==> src/rtl/lsu_subword.sv <==
// Sub-word load/store unit in front of a word-wide data memory.
// Handles byte/half extraction with extension, and read-modify-write for sub-word stores.
module lsu_subword #(
    parameter int unsigned ADDR_W = 32,
    parameter int unsigned DATA_W = 32
) (
    input  logic              clk,
    input  logic              rst,
    input  logic              req_valid,
    output logic              req_ready,
    input  logic              req_we,
    input  logic [1:0]        req_size,
    input  logic              req_unsigned,
    input  logic [ADDR_W-1:0] req_addr,
    input  logic [DATA_W-1:0] req_wdata,
    output logic              resp_valid,
    output logic [DATA_W-1:0] resp_rdata,
    output logic              misalign,
    output logic              busy,
    output logic [ADDR_W-1:0] mem_addr,
    output logic [DATA_W-1:0] mem_wdata,
    input  logic [DATA_W-1:0] mem_rdata,
    output logic              mem_read,
    output logic              mem_write
);

    typedef enum logic [2:0] {StIdle, StLoad, StStWr, StRmwRd, StRmwWr} state_e;

    state_e              state_q;
    logic [ADDR_W-1:0]   addr_q;
    logic [1:0]          size_q;
    logic                we_q;
    logic                uns_q;
    logic [DATA_W-1:0]   wdata_q;
    logic [DATA_W-1:0]   merge_q;

    logic                req_misaligned;
    logic [7:0]          byte_lane;
    logic [15:0]         half_lane;
    logic [DATA_W-1:0]   load_data;
    logic [DATA_W-1:0]   merged;

    always_comb begin
        case (req_size)
            2'b00:   req_misaligned = 1'b0;
            2'b01:   req_misaligned = req_addr[0];
            2'b10:   req_misaligned = (req_addr[1:0] != 2'b00);
            default: req_misaligned = 1'b1;
        endcase
    end

    // Little-endian lane pick from the word the memory returns this cycle.
    assign byte_lane = mem_rdata[{addr_q[1:0], 3'b000} +: 8];
    assign half_lane = mem_rdata[{addr_q[1], 4'b0000} +: 16];

    always_comb begin
        case (size_q)
            2'b00:   load_data = uns_q ? {24'b0, byte_lane} : {{24{byte_lane[7]}}, byte_lane};
            2'b01:   load_data = uns_q ? {16'b0, half_lane} : {{16{half_lane[15]}}, half_lane};
            default: load_data = mem_rdata;
        endcase
    end

    always_comb begin
        merged = mem_rdata;
        case (size_q)
            2'b00:   merged[{addr_q[1:0], 3'b000} +: 8] = wdata_q[7:0];
            2'b01:   merged[{addr_q[1], 4'b0000} +: 16] = wdata_q[15:0];
            default: merged = mem_rdata;
        endcase
    end

    assign req_ready = (state_q == StIdle);
    assign busy      = (state_q != StIdle);
    assign mem_addr  = {addr_q[ADDR_W-1:2], 2'b00};
    // Strobes are gated by reset so an aborted operation never reaches memory.
    assign mem_read  = !rst && (state_q == StLoad || state_q == StRmwRd);
    assign mem_write = !rst && (state_q == StStWr || state_q == StRmwWr);

    always_comb begin
        mem_wdata = '0;
        case (state_q)
            StStWr:  mem_wdata = wdata_q;
            StRmwWr: mem_wdata = merge_q;
            default: mem_wdata = '0;
        endcase
    end

    always_ff @(posedge clk) begin
        if (rst) begin
            state_q    <= StIdle;
            addr_q     <= '0;
            size_q     <= 2'b00;
            we_q       <= 1'b0;
            uns_q      <= 1'b0;
            wdata_q    <= '0;
            merge_q    <= '0;
            resp_valid <= 1'b0;
            resp_rdata <= '0;
            misalign   <= 1'b0;
        end else begin
            resp_valid <= 1'b0;
            resp_rdata <= '0;
            misalign   <= 1'b0;
            case (state_q)
                StIdle: begin
                    if (req_valid) begin
                        addr_q  <= req_addr;
                        size_q  <= req_size;
                        we_q    <= req_we;
                        uns_q   <= req_unsigned;
                        wdata_q <= req_wdata;
                        if (req_misaligned) begin
                            resp_valid <= 1'b1;
                            misalign   <= 1'b1;
                        end else if (!req_we) begin
                            state_q <= StLoad;
                        end else if (req_size == 2'b10) begin
                            state_q <= StStWr;
                        end else begin
                            state_q <= StRmwRd;
                        end
                    end
                end
                StLoad: begin
                    resp_rdata <= load_data;
                    resp_valid <= 1'b1;
                    state_q    <= StIdle;
                end
                StRmwRd: begin
                    merge_q <= merged;
                    state_q <= StRmwWr;
                end
                StStWr, StRmwWr: begin
                    resp_valid <= 1'b1;
                    state_q    <= StIdle;
                end
                default: state_q <= StIdle;
            endcase
        end
    end

    // we_q is kept for debug visibility; the state already encodes direction.
    logic unused_we;
    assign unused_we = we_q;

endmodule

==> config.mk <==
export PLATFORM = sky130hd
export DESIGN_NAME = lsu_subword
export DESIGN_NICKNAME = d
export VERILOG_FILES = /design/src/rtl/lsu_subword.sv
export SDC_FILE = /design/constraint.sdc
export NUM_CORES = 1
export LEC_CHECK = 0
export CAP_MARGIN = 40
export CORE_MARGIN = 1.5
export CORE_UTILIZATION = 50
export DETAILED_ROUTE_END_ITERATION = 10
export PLACE_DENSITY_LB_ADDON = 0.2
export SYNTH_ARGS = -nofsm -noshare
export SYNTH_HDL_FRONTEND = slang
export SYNTH_SLANG_ARGS = --single-unit
==> constraint.sdc <==
create_clock -name clk -period 3.5 [get_ports clk]
set_input_delay 0.35 -clock clk [delete_from_list [all_inputs] [get_ports clk]]
set_output_delay 0.35 -clock clk [all_outputs]
set_load 0.03 [all_outputs]
; ---- Word level (Yosys, flattened, before mapping)
; Index checks and enable logic that the tools add are counted.
[word_totals]
reg_bits = 136
inputBits = 103
output_inout_bits = 102
elab_cells = 59
[classes]
addsub = 2
n_eq_ne = 9
shift = 6
n_mux = 16
bitwise = 2
n_reduce_logical = 15
[op_table]
columns = op, n
row1 = one-hot mux 32 bit (2 select lines), 3
row2 = bitwise mux 32 bit, 2
row3 = 2-to-1 mux 32 bit, 2
row4 = variable shift 16 x 7 -> 32 bit (first input constant), 1
row5 = variable shift 8 x 7 -> 32 bit (first input constant), 1
row6 = indexed part select 16 x 7 -> 32 bit, 1
row7 = indexed part select 32 x 6 -> 16 bit, 1
row8 = indexed part select 32 x 6 -> 8 bit, 1
row9 = indexed part select 8 x 7 -> 32 bit, 1
row10 = negator 5 -> 7 bit, 2
row11 = == test 3 x 2 -> 1 bit (second input constant), 2
row12 = 2-to-1 mux 3 bit, 2
row13 = one-hot mux 3 bit (2 select lines), 1
row14 = == test 2 x 1 -> 1 bit (second input constant), 2
row15 = logical NOT 2 bit, 2
row16 = inequality test 2 bit (second input constant), 2
row17 = AND reduction 2 bit, 2
row18 = OR reduction 2 bit, 2
row19 = == test 3 x 1 -> 1 bit (second input constant), 1
row20 = == test 3 bit (second input constant), 1
row21 = logical NOT 3 bit, 1
row22 = 2-to-1 mux 1 bit, 3
row23 = one-hot mux 1 bit (3 select lines), 1
row24 = nonzero test 3 bit, 1
row25 = other kinds (9), 12

; ---- Depth between registers and ports, before layout
; Gate-level depths: netlist of run 1.
[depth]
ltp_word = 6
ltp_mapped = 9
ltp_nobuf = 6

; ---- Worst setup path after synthesis of run 1
; No wires, ideal clock.
[synth_timing]
path_kind = register to register
from = register addr_q[1]
to = register merge_q[31]
setup_time_ps = 88
arrival_ps = 2046
path_slack_ps = 1365
stages_incl_launch_ff = 10
synth_period_minus_slack_ps = 2135
cell_sequence = dfxtp_1 clkbuf_1 buf_2 inv_2 ha_1 nor2_1 and4b_1 buf_6 a22oi_2 a311oi_2
[synth_via]
elab_chain_cells = 4
[synth_lines]
columns = item, line
row1 = "start, declared", 30  ; logic [ADDR_W-1:0] addr_q;
row2 = "start signal, assigned", 108  ; addr_q <= req_addr;
row3 = negator 5 -> 7 bit (on tied branches), "68, 67"
row4 = indexed part select 16 x 7 -> 32 bit (tied with other cells), 68  ; 2'b01: merged[{addr_q[1], 4'b0000} +: 16] = wdata_q[15:0];
row5 = bitwise mux 32 bit (on tied branches), "68, 67"
row6 = one-hot mux 32 bit (2 select lines) (*), 66  ; case (size_q)
row7 = "end signal, assigned", 131  ; merge_q <= merged;
row8 = "end, declared", 35  ; logic [DATA_W-1:0] merge_q;
; Mark *: on every way between the ends. The rest lies on a longest branch, timed or not.
; A chain may end at the register's enable or synchronous reset.

; ---- Final worst setup path of run 1
[layout_timing]
from = register state_q[1]
to = output mem_wdata[15]
[layout_via]
elab_chain_cells = 2
[layout_lines]
columns = item, line
row1 = "start, declared", 29  ; state_e state_q;
row2 = "start signal, assigned", 91  ; state_q <= StIdle;
row3 = "start signal, assigned", 117  ; state_q <= StLoad;
row4 = "start signal, assigned", 119  ; state_q <= StStWr;
row5 = == test 3 bit / == test 3 x 2 -> 1 bit (equally long branches), 82  ; case (state_q)
row6 = one-hot mux 32 bit (2 select lines) (*), 82
row7 = "end, declared", 21  ; output logic [DATA_W-1:0] mem_wdata,
; Marks and branches as above.

==> metrics.cfg, run 1 <==
[critical_path]
reg2reg_slack_ns = 1.18
crit_fanout = 27
reg2reg_to = merge_q[31]$_SDFFE_PP0P_
critPathLaunchType = flop
cp_data_arrival_time_ns = 2.71
required_ns = 3.15
r2r_cells = 6
path_class = flop to output pin
reg2reg_from = addr_q[1]$_SDFFE_PP0P_
critPathCaptureType = output pin

[sta]
max_freq_mhz = 326
setup_tns_ns = 0
period_share = 0.876
rsz0062_at_grt = no
max_slew_margin = 0.491
setup_violations = 0
finalHoldViolations = 0
maxSlewViolCount = 0
fin_crit_ns = 3.06
skew_ns = 0.00734
tightest_slew_ns = 0.763

[power_and_ir_drop]
switching_share = 0.236
p_comb_frac = 0.128
p_leak_uw = 0.00334
p_seq_frac = 0.383
power.internal_uw = 3330
vdd_drop_max_uv = 365
pwr-share-clk = 0.489
p_switching_uw = 1030
power.density_mw_per_mm2 = 499

[drt]
dr_wl_met3_mm = 1.66
met1_length_mm = 7.68
drt-initial-drc-count = 448
avgViaCountPerCell = 5.83
final_antenna_net_count = 0
wl_mm = 19.2
drc_errors = 0
top_layer_used = met4
vias = 6042
wl_met2_mm = 9.31
drt-pass1-iter-count = 6
wl_per_cell_um = 18.5

[cells_and_area]
final_cell_area_mm2 = 0.00871
fin_cells = 1037
fillCellCount = 877
final_core_utilization = 0.729
drive_above_1_share = 0.0742
nNetsFinal = 985
syn_to_final_growth_pct = 42.3
seq_area_mm2 = 0.00272
n_antenna_cell = 0
multi_input_area_mm2 = 0.00290

[clock_network]
cts.path.max_buffers = 2
cts_resized = 0
clk_latency_ns = 0.42
numCtsBuffers = 17
cts.clk_slew.worst_paths_ns = 0.06
holdBufCountCts = 0
cts_sinks = 136
clock-root-buffer = clkbuf_16
postCtsSetupBuffers = 0
cts_tree = built
htree_levels = 4

[min_path]
worstHoldStart = rst
hold_path_depth = 2
min_to = addr_q[15]$_SDFFE_PP0P_
hold_class = input port to flop

[floorplanning]
die_w_um = 114
io_pins = 205
row_count = 40
dieHeight_um = 114
die-area_mm2 = 0.0129
initial_core_util = 0.512
core_area_mm2 = 0.0120

[job]
cap_violations = 0

[yosys]
synthArstFlopShare = 0
synth_fa_ha_area_frac = 0.0102
yosysMostFrequentCell = nand2_1
synthSimpleGateAreaFrac = 0.192
synth_ff_type = dfxtp_1
synth_warnings = 0
synth_xor_area_frac = 0
synth_top_family_by_area = compound AO/OA/AOI/OAI gates
synth_common_cells = 169 x nand2_1, 136 x dfxtp_1, 78 x a21oi_1, 43 x clkbuf_1, 38 x nor2_1
synth-edff-count = 0
yosysSeqAreaShare = 0.445
synth_top_area_cell = dfxtp_1
synth_cell_type_count = 47
syn_area_mm2 = 0.00612
syn_inst = 731
synthTopCellsByArea = dfxtp_1 44%, nand2_1 10%, a21oi_1 6.4%, a22o_1 4.9%, buf_4 3.9%
synth.mux.area_fraction = 0.00368
yosys.area.top_type_share = 0.445
avgSynthCellArea_um2 = 8.37
ys_seq_elements = 136
synth_compound_area_frac = 0.263

[global_routing]
grt_usage = 0.296
antenna_found_initial = 0
grt-ovfl-total = 0
grt_pass1_wl_mm = 29.6
grt_max_degree = 88
grt_pass1_vias = 5693

[placed_design]
place_area_mm2 = 0.00799
io_buffers = 202
gp_congestion = 0.882
dp_cells = 1004
dp_hpwl_mm = 13.6

[run_status]
outcome = complete, no violations

## cell type report
type | instances | share of cell area
Timing Repair Buffer | 218 | 0.251
Inverter | 5 | 0.00215
Tap cell | 147 | 0.0211
Multi-Input combinational cell | 499 | 0.332
Sequential cell | 136 | 0.312
Clock inverter | 12 | 0.0280
Clock buffer | 20 | 0.0536
## worst max-delay path, cell delays in order (launching register included)
cell and delay, ns:
dfxtp_1 0.48, nor3b_2 0.47, buf_4 0.41, a22o_1 0.23, clkdlybuf4s50_1 0.68
## worst max-delay path by stage
stage | from | end | cells after the start
6_report | state_q[1]$_SDFFE_PP0P_ | mem_wdata[15] | 4
5_1_grt | state_q[1]$_SDFFE_PP0P_ | mem_wdata[15] | 4
4_1_cts | state_q[1]$_SDFFE_PP0P_ | mem_wdata[15] | 4
3_5_place_dp | state_q[1]$_SDFFE_PP0P_ | mem_wdata[15] | 4
3_3_place_gp | state_q[1]$_SDFFE_PP0P_ | mem_wdata[15] | 4
2_1_floorplan | addr_q[1]$_SDFFE_PP0P_ | merge_q[31]$_SDFFE_PP0P_ | 9
## cells in the final DEF, fill, tap and decap left out, types with 16 or more instances in the layout
| cell | count |
|---|---|
| clkdlybuf4s50_1 | 201 |
| a21oi_1 | 78 |
| a221oi_1 | 24 |
| a21o_1 | 26 |
| dfxtp_1 | 136 |
| nor2_1 | 38 |
| clkbuf_16 | 17 |
| a22oi_1 | 16 |
| a22o_1 | 34 |
| nand2_1 | 168 |
## logic make-up after synthesis
logic type,Yosys count
adders and majority gates,5
buffers and inverters,97
AOI/OAI and AO/OA,224
muxes,2
other,1
DFF,136
and+or+nand+nor,266
## metal layers
layer / track usage / vias to the layer above
li1: - / 2836
met1: 0.360 / 2832
met2: 0.497 / 323
met3: 0.0829 / 51
met4: 0.115 / 0
met5: 0 / -
## flip-flops by register name, summed over array words and instances (netlist names)
signal      count
wdata_q        32
addr_q         32
state_q         3
resp_rdata     32
merge_q        32
size_q          2
resp_valid      1
misalign        1
uns_q           1
## per-stage QoR
stage	worst slack [ns]	hold slack (ns)	total power [uW]
after floorplan	1.37	0.437	2010
after global placement	1.04	0.441	2230
after detailed placement	0.911	0.446	2250
after CTS	0.477	0.264	4360
after global routing	0.354	0.279	4490
final	0.435	0.277	4350
## power by group through the flow
stage | Combinational [uW] | Clock [uW] | Sequential (uW)
after floorplan | 318 | 0 | 1690
after global placement | 534 | 0 | 1700
after detailed placement | 549 | 0 | 1700
after CTS | 553 | 2140 | 1660
after global routing | 596 | 2220 | 1670
final | 558 | 2130 | 1670
Note: power is estimated with default switching activity, not from simulation.
==> inputs of run 2 (changes only) <==
--- a/config.mk
+++ b/config.mk
@@ -9,6 +9,7 @@
 export CORE_MARGIN = 1.5
 export CORE_UTILIZATION = 50
 export DETAILED_ROUTE_END_ITERATION = 10
+export GPL_TIMING_DRIVEN = 0
 export PLACE_DENSITY_LB_ADDON = 0.2
 export SYNTH_ARGS = -nofsm -noshare
 export SYNTH_HDL_FRONTEND = slang
==> constraint.sdc (replaced) <==
create_clock -name clk -period 3.5 [get_ports clk]
set_input_delay 0.7 -clock clk [delete_from_list [all_inputs] [get_ports clk]]
set_output_delay 0.7 -clock clk [all_outputs]
set_load 0.03 [all_outputs]
==> run 2 against run 1 <==
Net effect:
- combinational power is 11% higher
- utilization is 2.1 points higher
- clock skew is 0.0015 ns lower
- flip-flop and latch count stayed put
- final cell count is 7.2% higher
- critical path type unchanged
==> metrics.cfg, run 2 (synthesized netlist as in run 1, its figures left out) <==
[run_status]
outcome = complete, no violations

[drt]
drt-pass1-iter-count = 6  ; unchanged
wl_met2_mm = 10.0  ; +7.9%
drt-initial-drc-count = 635  ; +42%
drc_errors = 0  ; unchanged
wl_per_cell_um = 19.2  ; +3.8%
met1_length_mm = 8.65  ; +13%
final_antenna_net_count = 0  ; unchanged
top_layer_used = met4
vias = 6446  ; +6.7%
avgViaCountPerCell = 5.80  ; -0.51%
dr_wl_met3_mm = 1.74  ; +4.8%
wl_mm = 21.3  ; +11%

[clock_network]
cts.path.max_buffers = 2  ; unchanged
htree_levels = 4  ; unchanged
cts_tree = built
clk_latency_ns = 0.42  ; about the same
cts_sinks = 136  ; unchanged
clock-root-buffer = clkbuf_16
holdBufCountCts = 0  ; unchanged
numCtsBuffers = 17  ; unchanged
cts.clk_slew.worst_paths_ns = 0.06  ; about the same

[min_path]
hold_class = flop to flop

[critical_path]
cp_top_family = buffers and inverters
crit_chain = nor3b_4 -> clkbuf_2 -> a22o_1 -> clkdlybuf4s50_1
critPathCaptureType = output pin
critPathBufInv = 2  ; unchanged
required_ns = 2.80  ; -0.35 ns
cp_data_arrival_time_ns = 2.59  ; -0.12 ns
crit_slowest_cell = clkdlybuf4s50_1
cpPeakStageDelay_ns = 0.69  ; about the same
crit_fanout = 10  ; -63%
critPathLaunchType = flop
path_class = flop to output pin

[sta]
finalHoldViolations = 0  ; unchanged
rsz0062_at_grt = no
fin_crit_ns = 3.29  ; +0.229 ns
setup_violations = 0  ; unchanged
setup_slack_ns = 0.207  ; -0.229 ns
skew_ns = 0.00580  ; -0.00154 ns
period_share = 0.941  ; +0.0653
setup_tns_ns = 0  ; unchanged
max_slew_margin = 0.552  ; +0.0606
tightest_slew_ns = 0.667  ; -0.0965 ns
maxSlewViolCount = 0  ; unchanged
max_freq_mhz = 304  ; -6.9%

[floorplanning]
core_area_mm2 = 0.0120  ; unchanged
io_pins = 205  ; unchanged
die-area_mm2 = 0.0129  ; unchanged
row_count = 40  ; unchanged
initial_core_util = 0.512  ; unchanged
dieHeight_um = 114  ; unchanged
die_w_um = 114  ; unchanged

[power_and_ir_drop]
power.density_mw_per_mm2 = 462  ; -7.5%
p_leak_uw = 0.00351  ; +5.0%
power.internal_uw = 3070  ; -7.7%
p_seq_frac = 0.401  ; +0.018
switching_share = 0.259  ; +0.0233
p_comb_frac = 0.149  ; +0.021
pwr-share-clk = 0.450  ; -0.039
vdd_drop_max_uv = 308  ; -16%
p_switching_uw = 1070  ; +4.6%

[placed_design]
dpl_worst_slack_ns = 0.105  ; -0.807 ns
gp_congestion = 0.908  ; +3.0%
dp_hpwl_mm = 16.1  ; +18%
io_buffers = 201  ; -0.50%

[cells_and_area]
final_core_utilization = 0.750  ; +0.0214
mostFrequentLayoutCell = clkdlybuf4s50_1
nNetsFinal = 1060  ; +7.6%
mostFrequentLayoutCells = 201 x clkdlybuf4s50_1, 169 x nand2_1, 136 x dfxtp_1
drive_above_1_share = 0.104  ; +0.0295
syn_to_final_growth_pct = 46.5
n_antenna_cell = 0  ; unchanged

[global_routing]
grt_pass1_vias = 6412  ; +13%
antenna_found_initial = 0  ; unchanged
grt_usage = 0.332  ; +0.0369
grt-ovfl-total = 0  ; unchanged
grt_max_degree = 17  ; -81%
grt_pass1_wl_mm = 32.9  ; +11%

[job]
cap_violations = 0  ; unchanged

run 2: changes by cell type in the layout (fill, tap and decap cells not counted), moves of 4 or more:
cell       before  now
clkbuf_2        0    6
clkbuf_1        0   37
bufinv_16       7    3
buf_4          14   33
buf_2           0   12
run 2: worst reg2reg max path: stages (launching register included):
cell and delay (ns):
dfxtp_1 0.58, clkbuf_1 0.38, buf_2 0.31, inv_2 0.16
ha_1 0.34, a41o_1 0.29, a221oi_1 0.49, nor3_1 0.10
run 2: per-layer routing:
metal / vias up / GRT usage
li1: 2992 / -
met1: 3063 / 0.413
met2: 325 / 0.536
met3: 66 / 0.0792
met4: 0 / 0.178
met5: - / 0
run 2: layout make-up:
cell class	count	area (um2)
Buffer	91	507
Clock buffer	21	470
Clock inverter	11	145
Fill cell	874	2990
Inverter	5	18.8
Multi-Input combinational cell	499	2900
Sequential cell	136	2720
Tap cell	147	184
Timing Repair Buffer	202	2020
run 2: metrics by stage:
stage,cells,power [uW],hold slack [ns],instance area [um2]
after floorplan,732,2010,0.437,6130
after global placement,1080,2280,0.442,8320
after detailed placement,1080,2300,0.448,8320
after CTS,1112,4140,0.456,8950
after global routing,1112,4280,0.475,8970
final,1112,4140,0.456,8970
run 2: worst paths after layout:
kind                           startpoint                       end  slack [ns]  depth (start not counted)
hold / removal    addr_q[15]$_SDFFE_PP0P_   addr_q[15]$_SDFFE_PP0P_        0.46                          2
setup reg to reg   addr_q[1]$_SDFFE_PP0P_  merge_q[20]$_SDFFE_PP0P_        0.71                          7
hold reg to reg   addr_q[15]$_SDFFE_PP0P_   addr_q[15]$_SDFFE_PP0P_        0.46                          2
setup / recovery  state_q[2]$_SDFFE_PP0P_              mem_wdata[7]        0.21                          4
run 2: repair_timing:
action	4_1_cts	5_1_grt
buffers inserted	0	1
endpoints found under the setup margin	30	30
resized for setup	7	4
run 2: power groups by stage:
stage | sequential (uW) | combinational [uW] | clock [uW]
detailed placement | 1690 | 606 | 0
global route | 1670 | 658 | 1960
CTS | 1660 | 611 | 1870
global placement | 1690 | 590 | 0
floorplan | 1690 | 318 | 0
finish | 1660 | 618 | 1860
